File: src/rtl/vram_scanout_pkg.sv
// Shared types and constants for the VRAM video-port scanout path.
package vram_scanout_pkg;

    typedef logic [23:0] rgb_t;
    typedef rgb_t [15:0] palette_t;

    typedef struct packed {
        int unsigned active;
        int unsigned fp;
        int unsigned sync;
        int unsigned bp;
    } timing_t;

    // Control bits travelling alongside the VRAM read through the pipeline
    typedef struct packed {
        logic img;
        logic sel;
        logic de;
        logic hs;
        logic vs;
        logic fs;
    } pipe_t;

    // CGA 16-colour palette, entry 0 in the LSBs
    localparam palette_t DEFAULT_PALETTE = {
        24'hFFFFFF, 24'hFFFF55, 24'hFF55FF, 24'hFF5555,
        24'h55FFFF, 24'h55FF55, 24'h5555FF, 24'h555555,
        24'hAAAAAA, 24'hAA5500, 24'hAA00AA, 24'hAA0000,
        24'h00AAAA, 24'h00AA00, 24'h0000AA, 24'h000000
    };

    function automatic int unsigned total(timing_t t);
        return t.active + t.fp + t.sync + t.bp;
    endfunction

    // Counter width able to hold 0..n-1, never below one bit
    function automatic int unsigned cnt_w(int unsigned n);
        return (n < 2) ? 1 : $clog2(n);
    endfunction

endpackage

File: src/rtl/vga_timing_gen.sv
// Raster position counters with active/sync/frame-start decode for one h/v timing pair.
module vga_timing_gen
    import vram_scanout_pkg::*;
#(
    parameter timing_t     H_T = '{active: 640, fp: 16, sync: 96, bp: 48},
    parameter timing_t     V_T = '{active: 480, fp: 10, sync: 2, bp: 33},
    parameter int unsigned HW  = cnt_w(total(H_T)),
    parameter int unsigned VW  = cnt_w(total(V_T))
) (
    input  logic          i_clk,
    input  logic          i_rst,
    output logic [HW-1:0] h,
    output logic [VW-1:0] v,
    output logic          de_c,
    output logic          hs_c,
    output logic          vs_c,
    output logic          fs_c,
    output logic          line_end_c
);

    localparam int unsigned H_LAST   = total(H_T) - 1;
    localparam int unsigned V_LAST   = total(V_T) - 1;
    localparam int unsigned HS_START = H_T.active + H_T.fp;
    localparam int unsigned HS_END   = HS_START + H_T.sync;
    localparam int unsigned VS_START = V_T.active + V_T.fp;
    localparam int unsigned VS_END   = VS_START + V_T.sync;

    always_ff @(posedge i_clk) begin
        if (i_rst) begin
            h <= '0;
            v <= '0;
        end else if (line_end_c) begin
            h <= '0;
            v <= (32'(v) == V_LAST) ? '0 : v + VW'(1);
        end else begin
            h <= h + HW'(1);
        end
    end

    // Each axis runs active, front porch, sync, back porch
    assign line_end_c = (32'(h) == H_LAST);
    assign de_c       = (32'(h) < H_T.active) && (32'(v) < V_T.active);
    assign hs_c       = (32'(h) >= HS_START) && (32'(h) < HS_END);
    assign vs_c       = (32'(v) >= VS_START) && (32'(v) < VS_END);
    assign fs_c       = (h == '0) && (v == '0);

endmodule

File: src/rtl/vram_scanout.sv
// 16-colour VRAM scanout: raster timing, nibble fetch, palette lookup to RGB888 + syncs.
// Optional writable palette when VRAM_SCANOUT_PALETTE_EN is defined.
module vram_scanout
    import vram_scanout_pkg::*;
#(
    parameter int unsigned WIDTH      = 128,
    parameter int unsigned HEIGHT     = 128,
    parameter int unsigned SCALE      = 3,
    parameter int unsigned H_ACTIVE   = 640,
    parameter int unsigned H_FP       = 16,
    parameter int unsigned H_SYNC     = 96,
    parameter int unsigned H_BP       = 48,
    parameter int unsigned V_ACTIVE   = 480,
    parameter int unsigned V_FP       = 10,
    parameter int unsigned V_SYNC     = 2,
    parameter int unsigned V_BP       = 33,
    parameter int unsigned H_OFFSET   = 128,
    parameter int unsigned V_OFFSET   = 48,
    parameter bit          HS_POL     = 1'b0,
    parameter bit          VS_POL     = 1'b0,
    parameter rgb_t        BORDER_RGB = 24'h000000,
    parameter int unsigned ADDR_W     = $clog2((WIDTH * HEIGHT + 1) >> 1)
) (
    input  logic              i_clk,
    input  logic              i_rst,
    input  logic              i_enable,
    output logic              o_mev,
    output logic [ADDR_W-1:0] o_adrv,
    input  logic [7:0]        i_qv,
    output logic [23:0]       o_rgb,
    output logic              o_de,
    output logic              o_hsync,
    output logic              o_vsync,
    output logic              o_frame_start
`ifdef VRAM_SCANOUT_PALETTE_EN
    ,
    input  logic              i_pal_we,
    input  logic [3:0]        i_pal_idx,
    input  logic [23:0]       i_pal_rgb
`endif
);

    localparam timing_t     H_T       = '{active: H_ACTIVE, fp: H_FP, sync: H_SYNC, bp: H_BP};
    localparam timing_t     V_T       = '{active: V_ACTIVE, fp: V_FP, sync: V_SYNC, bp: V_BP};
    localparam int unsigned HW        = cnt_w(total(H_T));
    localparam int unsigned VW        = cnt_w(total(V_T));
    localparam int unsigned PIX_W     = cnt_w(WIDTH * HEIGHT + 1);
    localparam int unsigned SX_W      = cnt_w(WIDTH + 1);
    localparam int unsigned SUB_W     = cnt_w(SCALE);
    localparam int unsigned H_IMG_END = H_OFFSET + WIDTH * SCALE;
    localparam int unsigned V_IMG_END = V_OFFSET + HEIGHT * SCALE;

    logic [HW-1:0]    h;
    logic [VW-1:0]    v;
    logic             de_c;
    logic             hs_c;
    logic             vs_c;
    logic             fs_c;
    logic             line_end_c;
    logic             h_in_c;
    logic             v_in_c;
    logic             en_eff_c;
    logic             img_c;
    logic [PIX_W-1:0] pix_c;
    logic [3:0]       nib_c;

    logic             en_latch;
    logic [SX_W-1:0]  sx;
    logic [SUB_W-1:0] sub_x;
    logic [SUB_W-1:0] sub_y;
    logic [PIX_W-1:0] row_base;
    pipe_t            s1;
    pipe_t            s2;
    palette_t         pal;

    vga_timing_gen #(
        .H_T (H_T),
        .V_T (V_T),
        .HW  (HW),
        .VW  (VW)
    ) u_timing (
        .i_clk      (i_clk),
        .i_rst      (i_rst),
        .h          (h),
        .v          (v),
        .de_c       (de_c),
        .hs_c       (hs_c),
        .vs_c       (vs_c),
        .fs_c       (fs_c),
        .line_end_c (line_end_c)
    );

    // Enable applies from the first pixel of the frame in which it is sampled
    assign en_eff_c = fs_c ? i_enable : en_latch;
    assign h_in_c   = (32'(h) >= H_OFFSET) && (32'(h) < H_IMG_END);
    assign v_in_c   = (32'(v) >= V_OFFSET) && (32'(v) < V_IMG_END);
    assign img_c    = de_c && h_in_c && v_in_c && en_eff_c;
    assign pix_c    = row_base + PIX_W'(sx);

    // Source coordinate tracking by replication sub-counters
    always_ff @(posedge i_clk) begin
        if (i_rst) begin
            en_latch <= 1'b0;
            sx       <= '0;
            sub_x    <= '0;
            sub_y    <= '0;
            row_base <= '0;
        end else begin
            if (fs_c) begin
                en_latch <= i_enable;
            end
            if (h_in_c && !line_end_c) begin
                if (32'(sub_x) == SCALE - 1) begin
                    sub_x <= '0;
                    sx    <= sx + SX_W'(1);
                end else begin
                    sub_x <= sub_x + SUB_W'(1);
                end
            end else begin
                sub_x <= '0;
                sx    <= '0;
            end
            if (line_end_c) begin
                if (v_in_c) begin
                    if (32'(sub_y) == SCALE - 1) begin
                        sub_y    <= '0;
                        row_base <= row_base + PIX_W'(WIDTH);
                    end else begin
                        sub_y <= sub_y + SUB_W'(1);
                    end
                end else begin
                    sub_y    <= '0;
                    row_base <= '0;
                end
            end
        end
    end

`ifdef VRAM_SCANOUT_PALETTE_EN
    always_ff @(posedge i_clk) begin
        if (i_rst) begin
            pal <= DEFAULT_PALETTE;
        end else if (i_pal_we) begin
            pal[i_pal_idx] <= i_pal_rgb;
        end
    end
`else
    assign pal = DEFAULT_PALETTE;
`endif

    assign nib_c = s2.sel ? i_qv[7:4] : i_qv[3:0];

    // Address issue, VRAM return and palette output stages
    always_ff @(posedge i_clk) begin
        if (i_rst) begin
            o_mev         <= 1'b0;
            o_adrv        <= '0;
            s1            <= '0;
            s2            <= '0;
            o_rgb         <= '0;
            o_de          <= 1'b0;
            o_hsync       <= !HS_POL;
            o_vsync       <= !VS_POL;
            o_frame_start <= 1'b0;
        end else begin
            o_mev <= img_c;
            if (img_c) begin
                o_adrv <= ADDR_W'(pix_c >> 1);
            end
            s1 <= '{img: img_c, sel: pix_c[0], de: de_c, hs: hs_c, vs: vs_c, fs: fs_c};
            s2 <= s1;
            if (s2.img) begin
                o_rgb <= pal[nib_c];
            end else if (s2.de) begin
                o_rgb <= BORDER_RGB;
            end else begin
                o_rgb <= '0;
            end
            o_de          <= s2.de;
            o_hsync       <= s2.hs ? HS_POL : !HS_POL;
            o_vsync       <= s2.vs ? VS_POL : !VS_POL;
            o_frame_start <= s2.fs;
        end
    end

endmodule

File: config.mk
export PLATFORM = sky130hd
export DESIGN_NAME = vram_scanout
export DESIGN_NICKNAME = d
export VERILOG_FILES = /design/src/rtl/vram_scanout_pkg.sv /design/src/rtl/vga_timing_gen.sv /design/src/rtl/vram_scanout.sv
export SDC_FILE = /design/constraint.sdc
export NUM_CORES = 1
export LEC_CHECK = 0
export BUFFER_PORTS_ARGS = -buffer_cell sky130_fd_sc_hd__buf_2
export CAP_MARGIN = 0
export CORE_MARGIN = 2
export CORE_UTILIZATION = 51
export CTS_CLUSTER_SIZE = 16
export DETAILED_ROUTE_END_ITERATION = 10
export PLACE_DENSITY = 0.76
export SKIP_CTS_REPAIR_TIMING = 1
export SYNTH_ARGS = -nofsm -noshare
export SYNTH_HDL_FRONTEND = slang
export SYNTH_HIERARCHICAL = 1
export SYNTH_SLANG_ARGS = --single-unit
File: constraint.sdc
create_clock -name i_clk -period 2.35 [get_ports i_clk]
set_clock_uncertainty 0.05 [all_clocks]
set_input_delay 0.3525 -clock i_clk [delete_from_list [all_inputs] [get_ports i_clk]]
set_output_delay 0.3525 -clock i_clk [all_outputs]
set_load 0.05 [all_outputs]
==> summary.md <==
| Metric | Value |
|---|---|
| Clk slew on worst S/H paths | `0.08 ns` |
| Type of the tightest min-delay check | `input pin to flip-flop` |
| H-tree depth | `3` |
| Vias per cell | `5.70` |
| Synth Area per Inst | `9.03 um^2` |
| Final WS setup | `-0.0286 ns` |
| Hold Path Sink | `o_rgb[7]` |
| Die Area | `7330 um^2` |
| Reg-to-reg critical path endpoint | `o_adrv[8]` |
| GR Layer Usage met1 | `0.250` |
| Pins Over Slew Limit | `0` |
| Ports | `53` |
| Worst Setup Path Type | `flip-flop to flip-flop` |
| Starting density of the core | `0.532` |
| Adder-cell share of the synthesized area | `0.0331` |
| Clk sinks | `74` |
| # setup viols final | `1` |
| GRT met2 Usage | `0.330` |
| Commonest non-fill, non-tap cell in the layout | `dfxtp_1` |
| PortBufs | `52` |
| Average routed wire per standard cell | `14.7 um` |
| Unrepaired setup endpoints after global routing | `yes` |
| Inserted Diodes | `0` |
| Tcrit/Tclk final | `1.01` |
| Synth Area in Compound Gates | `0.133` |
| Hold Startpoint | `i_qv[4]` |
| Mapped Nets | `396` |
| Non-Filler Instances | `506` |
| Mux contribution to synthesized area | `0.0184` |
| Routability cong. | `0.864` |
| Worst r2r src | `u_timing/h[7]` |
| Most frequent cells in the layout | `71 x dfxtp_1, 52 x buf_2, 33 x nor2_1, 24 x nand2_1, 22 x a21oi_1` |
| Max_cap viols | `0` |
| Vias in the first global route | `2589` |
| Slew @ Worst Pin | `0.626 ns` |
| Detail Placement HPWL | `5030 um` |
| Register area share after synthesis | `0.436` |
| Count of state elements after synthesis | `74` |
| Yosys warns | `6` |
| Syn Inst Count | `376` |
| Met3 usage | `0.0510` |
| R2R Setup Slk | `-0.03 ns` |
| Status | `complete, but fails checks` |
| Fmax | `420 MHz` |
| Via count | `2882` |
| Pre-CTS setup slack | `0.0195 ns` |
| Critical Path AT | `2.55 ns` |
| Largest family of logic cells by synthesized area | `simple AND/OR/NAND/NOR gates` |
| Final net count | `444` |
| P_leak | `1.58 nW` |
| Antenna violations before repair | `0` |
| CTS tree | `done` |
| Die span in y | `85.6 um` |
| Final Critical Period | `2.38 ns` |
| Post-Syn Area | `3400 um^2` |
| Root Driver | `clkbuf_8` |
| XOR/XNOR Fraction of Synth Area | `0.0645` |
| Antenna-violating nets left | `0` |
| Share of layout cells above drive strength 1 | `0.284` |
| Die width | `85.6 um` |
| Area Growth Syn to Fin | `17.9%` |
| CP startpoint kind | `flip-flop` |
| Clock latency on the worst-skew pair | `0.35 ns` |
| CP endpoint kind | `flip-flop` |
| Req. time, crit path | `2.52 ns` |
| Setup TNS | `-0.0286 ns` |
| Post-synthesis simple-gate area fraction | `0.241` |
| Failing checks | `negative setup slack` |
| Initial DRT Pass Iterations | `5` |
| Dominant synthesized flop cell | `dfxtp_1` |
| WL final | `7430 um` |
| Rows | `29` |
| R2R depth | `7` |
| Top Usage Layer GRT | `met2` |
| Largest net degree at the start of global routing | `27` |
| Final Hold Fails | `0` |
| Number of synthesized flops with an enable pin | `0` |
| Clock Tree Buf Depth | `2` |
| GRT overflow | `0` |
| Iteration-0 DRC Markers | `149` |
| Asr flop ratio synth | `0` |
| Cell variety after synth | `53` |
| Pwr/cell area | `615 nW/um^2` |
| Hold Crit Depth | `3` |
| First-pass GRT wire length | `11600 um` |
| Gr usage total | `0.200` |
| Num CTS Buffers | `9` |
| Placed instance count | `489` |
| # DRC | `0` |
| Peak VDD IR | `0.400 mV` |
| CP max FO | `7` |
| Core region area | `6390 um^2` |
| Max-Slew Margin vs Limit | `0.582` |
## cells by family after synthesis
group	count (synthesis)
AO/OA/AOI/OAI	68
other	1
flip-flops	74
multiplexers	6
adder cells (fa/ha/maj)	9
AND/OR/NAND/NOR	149
XOR/XNOR	25
buffers and inverters	44
## critical path: stages (launching register included)
cell	delay, ns
dfxtp_2	0.32
or4_4	0.54
nor4_4	0.21
and4b_1	0.28
mux2_4	0.34
and3_4	0.21
a21oi_1	0.23
a211oi_2	0.08
## state kept, by name, summed over array words and instances, names as in the netlist
register / cells
sub_y: 2
sub_x: 2
row_base: 7
o_frame_start: 1
s2: 6
o_adrv: 13
o_hsync: 1
u_timing/v: 10
u_timing/h: 10
en_latch: 1
o_rgb: 5
s1: 6
sx: 8
o_de: 1
o_vsync: 1
## stage by stage
step | hold slack [ns] | util | area [um^2] | power [mW]
after floorplan | 0.302 | - | 3410 | 1.35
after CTS | 0.206 | 0.612 | 3910 | 2.47
after detailed placement | 0.306 | 0.577 | 3680 | 1.37
after global placement | 0.305 | 0.577 | 3680 | 1.37
after global routing | 0.205 | 0.627 | 4010 | 2.54
final | 0.208 | 0.627 | 4010 | 2.46
## cells in the mapped netlist, types with 2 or more instances
cell type	n	share of area
or4_1	3	0.0066
a211oi_1	6	0.013
a21oi_1	24	0.035
nand4_1	12	0.022
or4_4	2	0.0066
nor3_1	6	0.0088
nand2_1	24	0.027
ha_1	9	0.033
nor2b_1	13	0.024
a221oi_1	3	0.0077
inv_1	11	0.012
dfxtp_1	74	0.44
nand2b_1	2	0.0037
mux2i_1	4	0.012
or3_1	7	0.013
a22oi_1	2	0.0044
nand4b_1	3	0.0077
xor2_1	15	0.039
and3_1	6	0.011
nand3_1	19	0.028
o21ba_2	2	0.0059
o21ai_0	16	0.024
o31ai_1	3	0.0066
xnor2_1	10	0.026
buf_4	20	0.044
nor2_1	34	0.038
clkbuf_1	11	0.012
nor4_1	8	0.015
mux2_2	2	0.0066
a311oi_1	2	0.0052
## routing by layer
layer / vias up / part of all wire
li1: 1420 / -
met4: 0 / 0.019
met3: 15 / 0.059
met1: 1341 / 0.44
met5: - / 0
met2: 106 / 0.48
## report_power, final
part | total [mW] | internal, mW | switching [mW]
Clock | 1.11 | 0.628 | 0.482
Combinational | 0.0810 | 0.0343 | 0.0467
Sequential | 1.27 | 1.26 | 0.00793
Total | 2.46 | 1.93 | 0.537
## area by class of cell
| cell class | instances | area, um^2 |
|---|---|---|
| fillers | 528 | 2380 |
| repair buffers | 69 | 388 |
| clock inverters | 6 | 88.8 |
| clock buffers | 10 | 138 |
| multi-input cells | 259 | 1770 |
| inverters | 11 | 41.3 |
| well taps | 77 | 96.3 |
| flip-flops and latches | 74 | 1490 |
## worst max path at each step
| stage | slack [ns] | depth (start not counted) | startpoint | endpoint |
|---|---|---|---|---|
| floorplan | -0.005 | 8 | u_timing/h[0] | row_base[13] |
| global placement | 0.11 | 8 | u_timing/v[9] | o_adrv[9] |
| detailed placement | 0.02 | 8 | u_timing/v[9] | o_adrv[3] |
| CTS | -0.004 | 8 | u_timing/v[9] | o_adrv[3] |
| global route | -0.09 | 7 | u_timing/h[7] | o_adrv[8] |
| finish | -0.03 | 7 | u_timing/h[7] | o_adrv[8] |
Power figures use the tool's default switching activity.
